[config.mk]
export PLATFORM = sky130hd
export DESIGN_NAME = pattern_packet_receiver
export DESIGN_NICKNAME = d
export VERILOG_FILES = /design/src/rtl/pattern_packet_receiver.sv
export SDC_FILE = /design/constraint.sdc
export NUM_CORES = 1
export LEC_CHECK = 0
export BUFFER_PORTS_ARGS = -buffer_cell sky130_fd_sc_hd__buf_4
export CAP_MARGIN = 10
export CORE_MARGIN = 8
export CORE_UTILIZATION = 50
export DETAILED_ROUTE_END_ITERATION = 8
export PLACE_DENSITY = 0.69
export SLEW_MARGIN = 20
export SYNTH_ARGS = -nofsm -noshare
export SYNTH_HDL_FRONTEND = slang
export SYNTH_SLANG_ARGS = --single-unit
[constraint.sdc]
create_clock -name CLOCK50M -period 5.1 [get_ports CLOCK50M]
set_input_delay 1.02 -clock CLOCK50M [delete_from_list [all_inputs] [get_ports CLOCK50M]]
set_output_delay 1.02 -clock CLOCK50M [all_outputs]
set_load 0.02 [all_outputs]
[src/rtl/pattern_packet_receiver.sv]
// pattern_packet_receiver: parses A5-framed pattern packets from a byte stream, buffers accepted
// entries and replays them as paced write pulses. Define PATTERN_CHECKSUM_EN for 5-byte packets with XOR checksum.
module pattern_packet_receiver #(
   parameter int FIFO_DEPTH     = 8,
   parameter int TIMEOUT_CYCLES = 50000,
   parameter int WRITE_GAP      = 2
) (
   input  logic                        CLOCK50M,
   input  logic                        RESET_N,
   input  logic [7:0]                  byte_in,
   input  logic                        byte_valid,
   input  logic                        clear,
   output logic                        write,
   output logic [17:0]                 pattern_with_timestamp,
   output logic [$clog2(FIFO_DEPTH):0] fifo_count,
   output logic                        overflow,
   output logic [7:0]                  err_count,
   output logic                        busy
);
   localparam int AW = $clog2(FIFO_DEPTH);
   localparam int CW = AW + 1;
   localparam int TW = $clog2(TIMEOUT_CYCLES + 1);
   localparam int GW = $clog2(WRITE_GAP + 1);
   localparam logic [TW-1:0] TIMER_LOAD = TW'(TIMEOUT_CYCLES - 1);
   localparam logic [GW-1:0] GAP_LOAD   = GW'(WRITE_GAP - 1);
   localparam logic [CW-1:0] FULL_COUNT = CW'(FIFO_DEPTH);
   localparam logic [7:0]    HEADER     = 8'hA5;

   typedef enum logic [2:0] {S_IDLE, S_TS_HI, S_TS_LO, S_PAT, S_CSUM} state_t;

   state_t        state_reg;
   state_t        state_next;
   logic [TW-1:0] timer_reg;
   logic [9:0]    ts_reg;
`ifdef PATTERN_CHECKSUM_EN
   logic [7:0]    pat_reg;
   logic [7:0]    xor_reg;
`endif
   logic [9:0]    last_ts_reg;
   logic          last_valid_reg;

   logic [17:0]   mem [FIFO_DEPTH];
   logic [AW-1:0] wr_ptr_reg;
   logic [AW-1:0] rd_ptr_reg;
   logic [CW-1:0] count_reg;
   logic [GW-1:0] gap_reg;
   logic          write_reg;
   logic [17:0]   pwt_reg;
   logic          overflow_reg;
   logic [7:0]    err_reg;

   logic          take;
   logic          timeout_hit;
   logic          hdr_bad;
   logic          pkt_end;
   logic          csum_ok;
   logic          ts_ok;
   logic          fifo_full;
   logic          push;
   logic          pop;
   logic          ovf_evt;
   logic          err_evt;
   logic [17:0]   entry;

   // clear outranks a coincident byte, so the byte is never consumed
   assign take = byte_valid & ~clear;

   always_ff @(posedge CLOCK50M or negedge RESET_N) begin
      if (!RESET_N) begin
         state_reg <= S_IDLE;
      end else begin
         state_reg <= state_next;
      end
   end

   always_comb begin
      state_next  = state_reg;
      timeout_hit = 1'b0;
      hdr_bad     = 1'b0;
      if (clear) begin
         state_next = S_IDLE;
      end else if (byte_valid) begin
         case (state_reg)
            S_IDLE:  if (byte_in == HEADER) state_next = S_TS_HI;
            S_TS_HI: begin
               if (byte_in[7:2] != 6'd0) begin
                  hdr_bad    = 1'b1;
                  state_next = S_IDLE;
               end else begin
                  state_next = S_TS_LO;
               end
            end
            S_TS_LO: state_next = S_PAT;
`ifdef PATTERN_CHECKSUM_EN
            S_PAT:   state_next = S_CSUM;
`else
            S_PAT:   state_next = S_IDLE;
`endif
            S_CSUM:  state_next = S_IDLE;
            default: state_next = S_IDLE;
         endcase
      end else if (state_reg != S_IDLE && timer_reg == '0) begin
         timeout_hit = 1'b1;
         state_next  = S_IDLE;
      end
   end

   always_comb begin
      ts_ok     = !last_valid_reg || (ts_reg > last_ts_reg);
      fifo_full = (count_reg == FULL_COUNT);
`ifdef PATTERN_CHECKSUM_EN
      pkt_end   = take && (state_reg == S_CSUM);
      csum_ok   = (byte_in == xor_reg);
      entry     = {ts_reg, pat_reg};
`else
      pkt_end   = take && (state_reg == S_PAT);
      csum_ok   = 1'b1;
      entry     = {ts_reg, byte_in};
`endif
      // fullness is judged on the pre-pop occupancy
      push      = pkt_end && csum_ok && ts_ok && !fifo_full;
      ovf_evt   = pkt_end && csum_ok && ts_ok && fifo_full;
      err_evt   = timeout_hit || hdr_bad || (pkt_end && !push);
      pop       = (count_reg != '0) && (gap_reg == '0) && !clear;
   end

   // Packet field capture and inter-byte idle timer
   always_ff @(posedge CLOCK50M or negedge RESET_N) begin
      if (!RESET_N) begin
         timer_reg <= '0;
         ts_reg    <= '0;
`ifdef PATTERN_CHECKSUM_EN
         pat_reg   <= '0;
         xor_reg   <= '0;
`endif
      end else begin
         if (byte_valid) begin
            timer_reg <= TIMER_LOAD;
         end else if (timer_reg != '0) begin
            timer_reg <= timer_reg - 1'b1;
         end
         if (take) begin
            case (state_reg)
               S_TS_HI: begin
                  ts_reg[9:8] <= byte_in[1:0];
`ifdef PATTERN_CHECKSUM_EN
                  xor_reg     <= byte_in;
`endif
               end
               S_TS_LO: begin
                  ts_reg[7:0] <= byte_in;
`ifdef PATTERN_CHECKSUM_EN
                  xor_reg     <= xor_reg ^ byte_in;
`endif
               end
`ifdef PATTERN_CHECKSUM_EN
               S_PAT: begin
                  pat_reg <= byte_in;
                  xor_reg <= xor_reg ^ byte_in;
               end
`endif
               default: ;
            endcase
         end
      end
   end

   always_ff @(posedge CLOCK50M) begin
      if (push) mem[wr_ptr_reg] <= entry;
   end

   always_ff @(posedge CLOCK50M or negedge RESET_N) begin
      if (!RESET_N) begin
         wr_ptr_reg <= '0;
         rd_ptr_reg <= '0;
         count_reg  <= '0;
      end else if (clear) begin
         wr_ptr_reg <= '0;
         rd_ptr_reg <= '0;
         count_reg  <= '0;
      end else begin
         if (push) wr_ptr_reg <= wr_ptr_reg + 1'b1;
         if (pop)  rd_ptr_reg <= rd_ptr_reg + 1'b1;
         case ({push, pop})
            2'b10:   count_reg <= count_reg + 1'b1;
            2'b01:   count_reg <= count_reg - 1'b1;
            default: ;
         endcase
      end
   end

   // Paced replay: gap counter enforces WRITE_GAP cycles between pulses
   always_ff @(posedge CLOCK50M or negedge RESET_N) begin
      if (!RESET_N) begin
         write_reg <= 1'b0;
         pwt_reg   <= '0;
         gap_reg   <= '0;
      end else begin
         write_reg <= pop;
         if (pop) begin
            pwt_reg <= mem[rd_ptr_reg];
            gap_reg <= GAP_LOAD;
         end else if (gap_reg != '0) begin
            gap_reg <= gap_reg - 1'b1;
         end
      end
   end

   always_ff @(posedge CLOCK50M or negedge RESET_N) begin
      if (!RESET_N) begin
         overflow_reg   <= 1'b0;
         err_reg        <= '0;
         last_ts_reg    <= '0;
         last_valid_reg <= 1'b0;
      end else begin
         if (clear) begin
            overflow_reg   <= 1'b0;
            last_valid_reg <= 1'b0;
         end else begin
            if (ovf_evt) overflow_reg <= 1'b1;
            if (push) begin
               last_ts_reg    <= ts_reg;
               last_valid_reg <= 1'b1;
            end
         end
         if (err_evt && err_reg != 8'hFF) err_reg <= err_reg + 1'b1;
      end
   end

   assign write                  = write_reg;
   assign pattern_with_timestamp = pwt_reg;
   assign fifo_count             = count_reg;
   assign overflow               = overflow_reg;
   assign err_count              = err_reg;
   assign busy                   = (state_reg != S_IDLE);

endmodule
==> results.sh <==
export IMPL_rr_worst_depth=12
export IMPL_r2r_start="ts_reg[9]"
export IMPL_post_route_period_util_pct=64.4
export IMPL_cts_resized=0
export IMPL_placed_area_um2=9920
export IMPL_vias_per_cell=5.63
export IMPL_pre_cts_ws_ps=1770
export IMPL_area_growth_pct=16.2
export IMPL_rsz0062_at_grt="no"
export IMPL_core_area_um2=18100
export IMPL_ys_async_sr_fraction_pct=35.4
export IMPL_final_cell_area_um2=10800
export IMPL_regToRegSetupSlack_ps=1820
export IMPL_final_cells=899
export IMPL_die_x_um=152
export IMPL_min_path_cells=2
export IMPL_yosys_area_top_type_share_pct=46.7
export IMPL_synth_warnings=0
export IMPL_grt_overflow=0
export IMPL_clkSinkCount=223
export IMPL_die_area_um2=23100
export IMPL_htree_levels=1
export IMPL_clkPwrFrac_pct=45.1
export IMPL_fin_tns_setup_ps=0
export IMPL_worst_slack_ps=1820
export IMPL_clock_latency_ps=490
export IMPL_synth_commonest_cells="edfxtp_1 (144), dfrtp_1 (79), nor2_1 (55)"
export IMPL_status="complete, no violations"
export IMPL_path_class="flop to flop"
export IMPL_timing_critical_path_to="fifo_count[3]"
export IMPL_endpoint_kind="flop"
export IMPL_start_util_pct=51.2
export IMPL_combPwrFrac_pct=5.0
export IMPL_power_net_switching_mw=0.804
export IMPL_grt_pass1_wl_um=29000
export IMPL_setup_violations=0
export IMPL_ant_nets=0
export IMPL_route_vias_total=5059
export IMPL_chipHeight_um=152
export IMPL_powerDensity_nw_per_um2=368
export IMPL_drv_cap=0
export IMPL_synth_top_area_cell="edfxtp_1"
export IMPL_drt_wl_total_um=17800
export IMPL_largest_reg_flops=144
export IMPL_fillerInstances=1346
export IMPL_final_nets=684
export IMPL_skew_ps=13.1
export IMPL_antenna_found_initial=0
export IMPL_hpwl_um=11100
export IMPL_critPathArrivalTime_ps=3680
export IMPL_finalHoldViolCount=0
export IMPL_synth_most_common_cell="edfxtp_1"
export IMPL_p_leak_nw=3.99
export IMPL_fmax_mhz=304
export IMPL_worst_pin_slew_ps=884
export IMPL_synth_top_flop_cell="edfxtp_1"
export IMPL_synthesis_nets=625
export IMPL_seq_power_share_pct=49.9
export IMPL_cp_startpoint="ts_reg[9]"
export IMPL_synth_seq_cells=223
export IMPL_drtIter0Drc=313
export IMPL_hold_buffers=0
export IMPL_r2r_end="fifo_count[3]"
export IMPL_syn_avg_cell_area_um2=15.6
export IMPL_worstPathRequired_ps=5500
export IMPL_ioPinCount=45
export IMPL_cts_tree="yes"
export IMPL_totalPowerFinal_mw=3.96
export IMPL_io_buffers=44
export IMPL_relSlewSlack_pct=40.9
export IMPL_grt_max_degree=51
export IMPL_hold_class="flop to flop"
export IMPL_clk_path_buf_depth=3
export IMPL_synth_edf_count=144
export IMPL_syn_inst=595
export IMPL_grt_total_usage_pct=15.6
export IMPL_ir_drop_uv=187
export IMPL_p_int_mw=3.15
export IMPL_gp_congestion=0.778
export IMPL_cts_root_buffer="clkbuf_16"
export IMPL_ys_types=55
export IMPL_cts_buffers=23
export IMPL_drc_errors=0
export IMPL_yosys_top_cells_area="edfxtp_1 (47%), dfrtp_1 (21%), mux4_2 (8.8%)"
export IMPL_cp_max_fo=11
export IMPL_antenna_cells=0
export IMPL_firstDrtPassIters=4
export IMPL_swShare_pct=20.3
export IMPL_drv_slew=0
export IMPL_startpoint_type="flop"
export IMPL_post_cts_buffers=0
export IMPL_yosysSeqAreaShare_pct=68.1
export IMPL_finalCriticalPeriod_ps=3280
export IMPL_synthesis_area_um2=9260
export IMPL_path_clk_slew_ps=60
export IMPL_row_count=49
export IMPL_drive_above_1_share_pct=23.4
export IMPL_placedCellCount=858
export IMPL_detail_route_wl_per_cell_um=19.8
export IMPL_grt_pass1_vias=5388
-- cells in the final DEF, fill, tap and decap left out, drive strengths merged, types with 17 or more instances in the layout --
master / count
nand2: 33
inv: 21
mux4: 36
ha: 17
clkbuf: 30
dfrtp: 79
buf: 58
mux2i: 21
nor2: 55
edfxtp: 144
a21oi: 32
-- layout make-up --
cell class | instances | area (um2) | share of cell area (%)
sequential | 223 | 6300 | 58.6
multi-input combinational | 327 | 2810 | 26.2
clock buffer | 30 | 706 | 6.56
timing repair buffer | 58 | 435 | 4.05
tap | 229 | 287 | 2.66
clock inverter | 11 | 131 | 1.22
inverter | 21 | 78.8 | 0.733
-- critical path, cell delays in order (launching register included) --
cell and delay [ps]:
dfrtp_1 490, ha_1 380, nand4_1 130, or3_1 420, o211a_1 190, and3_1 220, nor2_1 210, ha_1 280
a21o_1 170, a21oi_1 270, and2_1 170, mux2i_1 60, o31ai_1 190
-- through the flow --
stage	utilization, %	hold slack [ps]
finish	59.5	509
global route	59.5	536
CTS	59.5	512
detailed placement	54.8	498
global placement	54.8	491
floorplan	-	467
-- per-layer routing --
metal / track usage [%] / wire length [um] / vias to the layer above
li1: - / - / 2362
met1: 19.5 / 7440 / 2557
met2: 27.2 / 8900 / 114
met3: 2.98 / 1040 / 26
met4: 4.47 / 393 / 0
met5: 0 / 0 / -
-- power groups by stage --
stage	logic [mW]	clock network, mW	registers [mW]
after floorplan	0.0742	0	2.04
after global placement	0.194	0	2.01
after detailed placement	0.202	0	2.01
after CTS	0.204	1.82	1.98
after global routing	0.221	1.89	1.98
final	0.199	1.78	1.98
-- worst min-delay path by stage --
stage,startpoint,to,slack (ps)
2_1_floorplan,timer_reg[2],timer_reg[2],470
6_report,gap_reg[0],gap_reg[0],510
5_1_grt,gap_reg[0],gap_reg[0],540
3_3_place_gp,timer_reg[1],timer_reg[1],490
3_5_place_dp,gap_reg[0],gap_reg[0],500
4_1_cts,timer_reg[2],timer_reg[2],510
-- cell families after synthesis --
group	after synthesis	share of synthesized area [%]
AND/OR/NAND/NOR	152	8.33
XOR/XNOR	24	2.27
multiplexers	69	12.5
buffers and inverters	45	2.04
AO/OA/AOI/OAI	64	4.24
adder cells (fa/ha/maj)	18	2.51
flip-flops	223	68.1
Note: power is estimated with default switching activity, not from simulation.
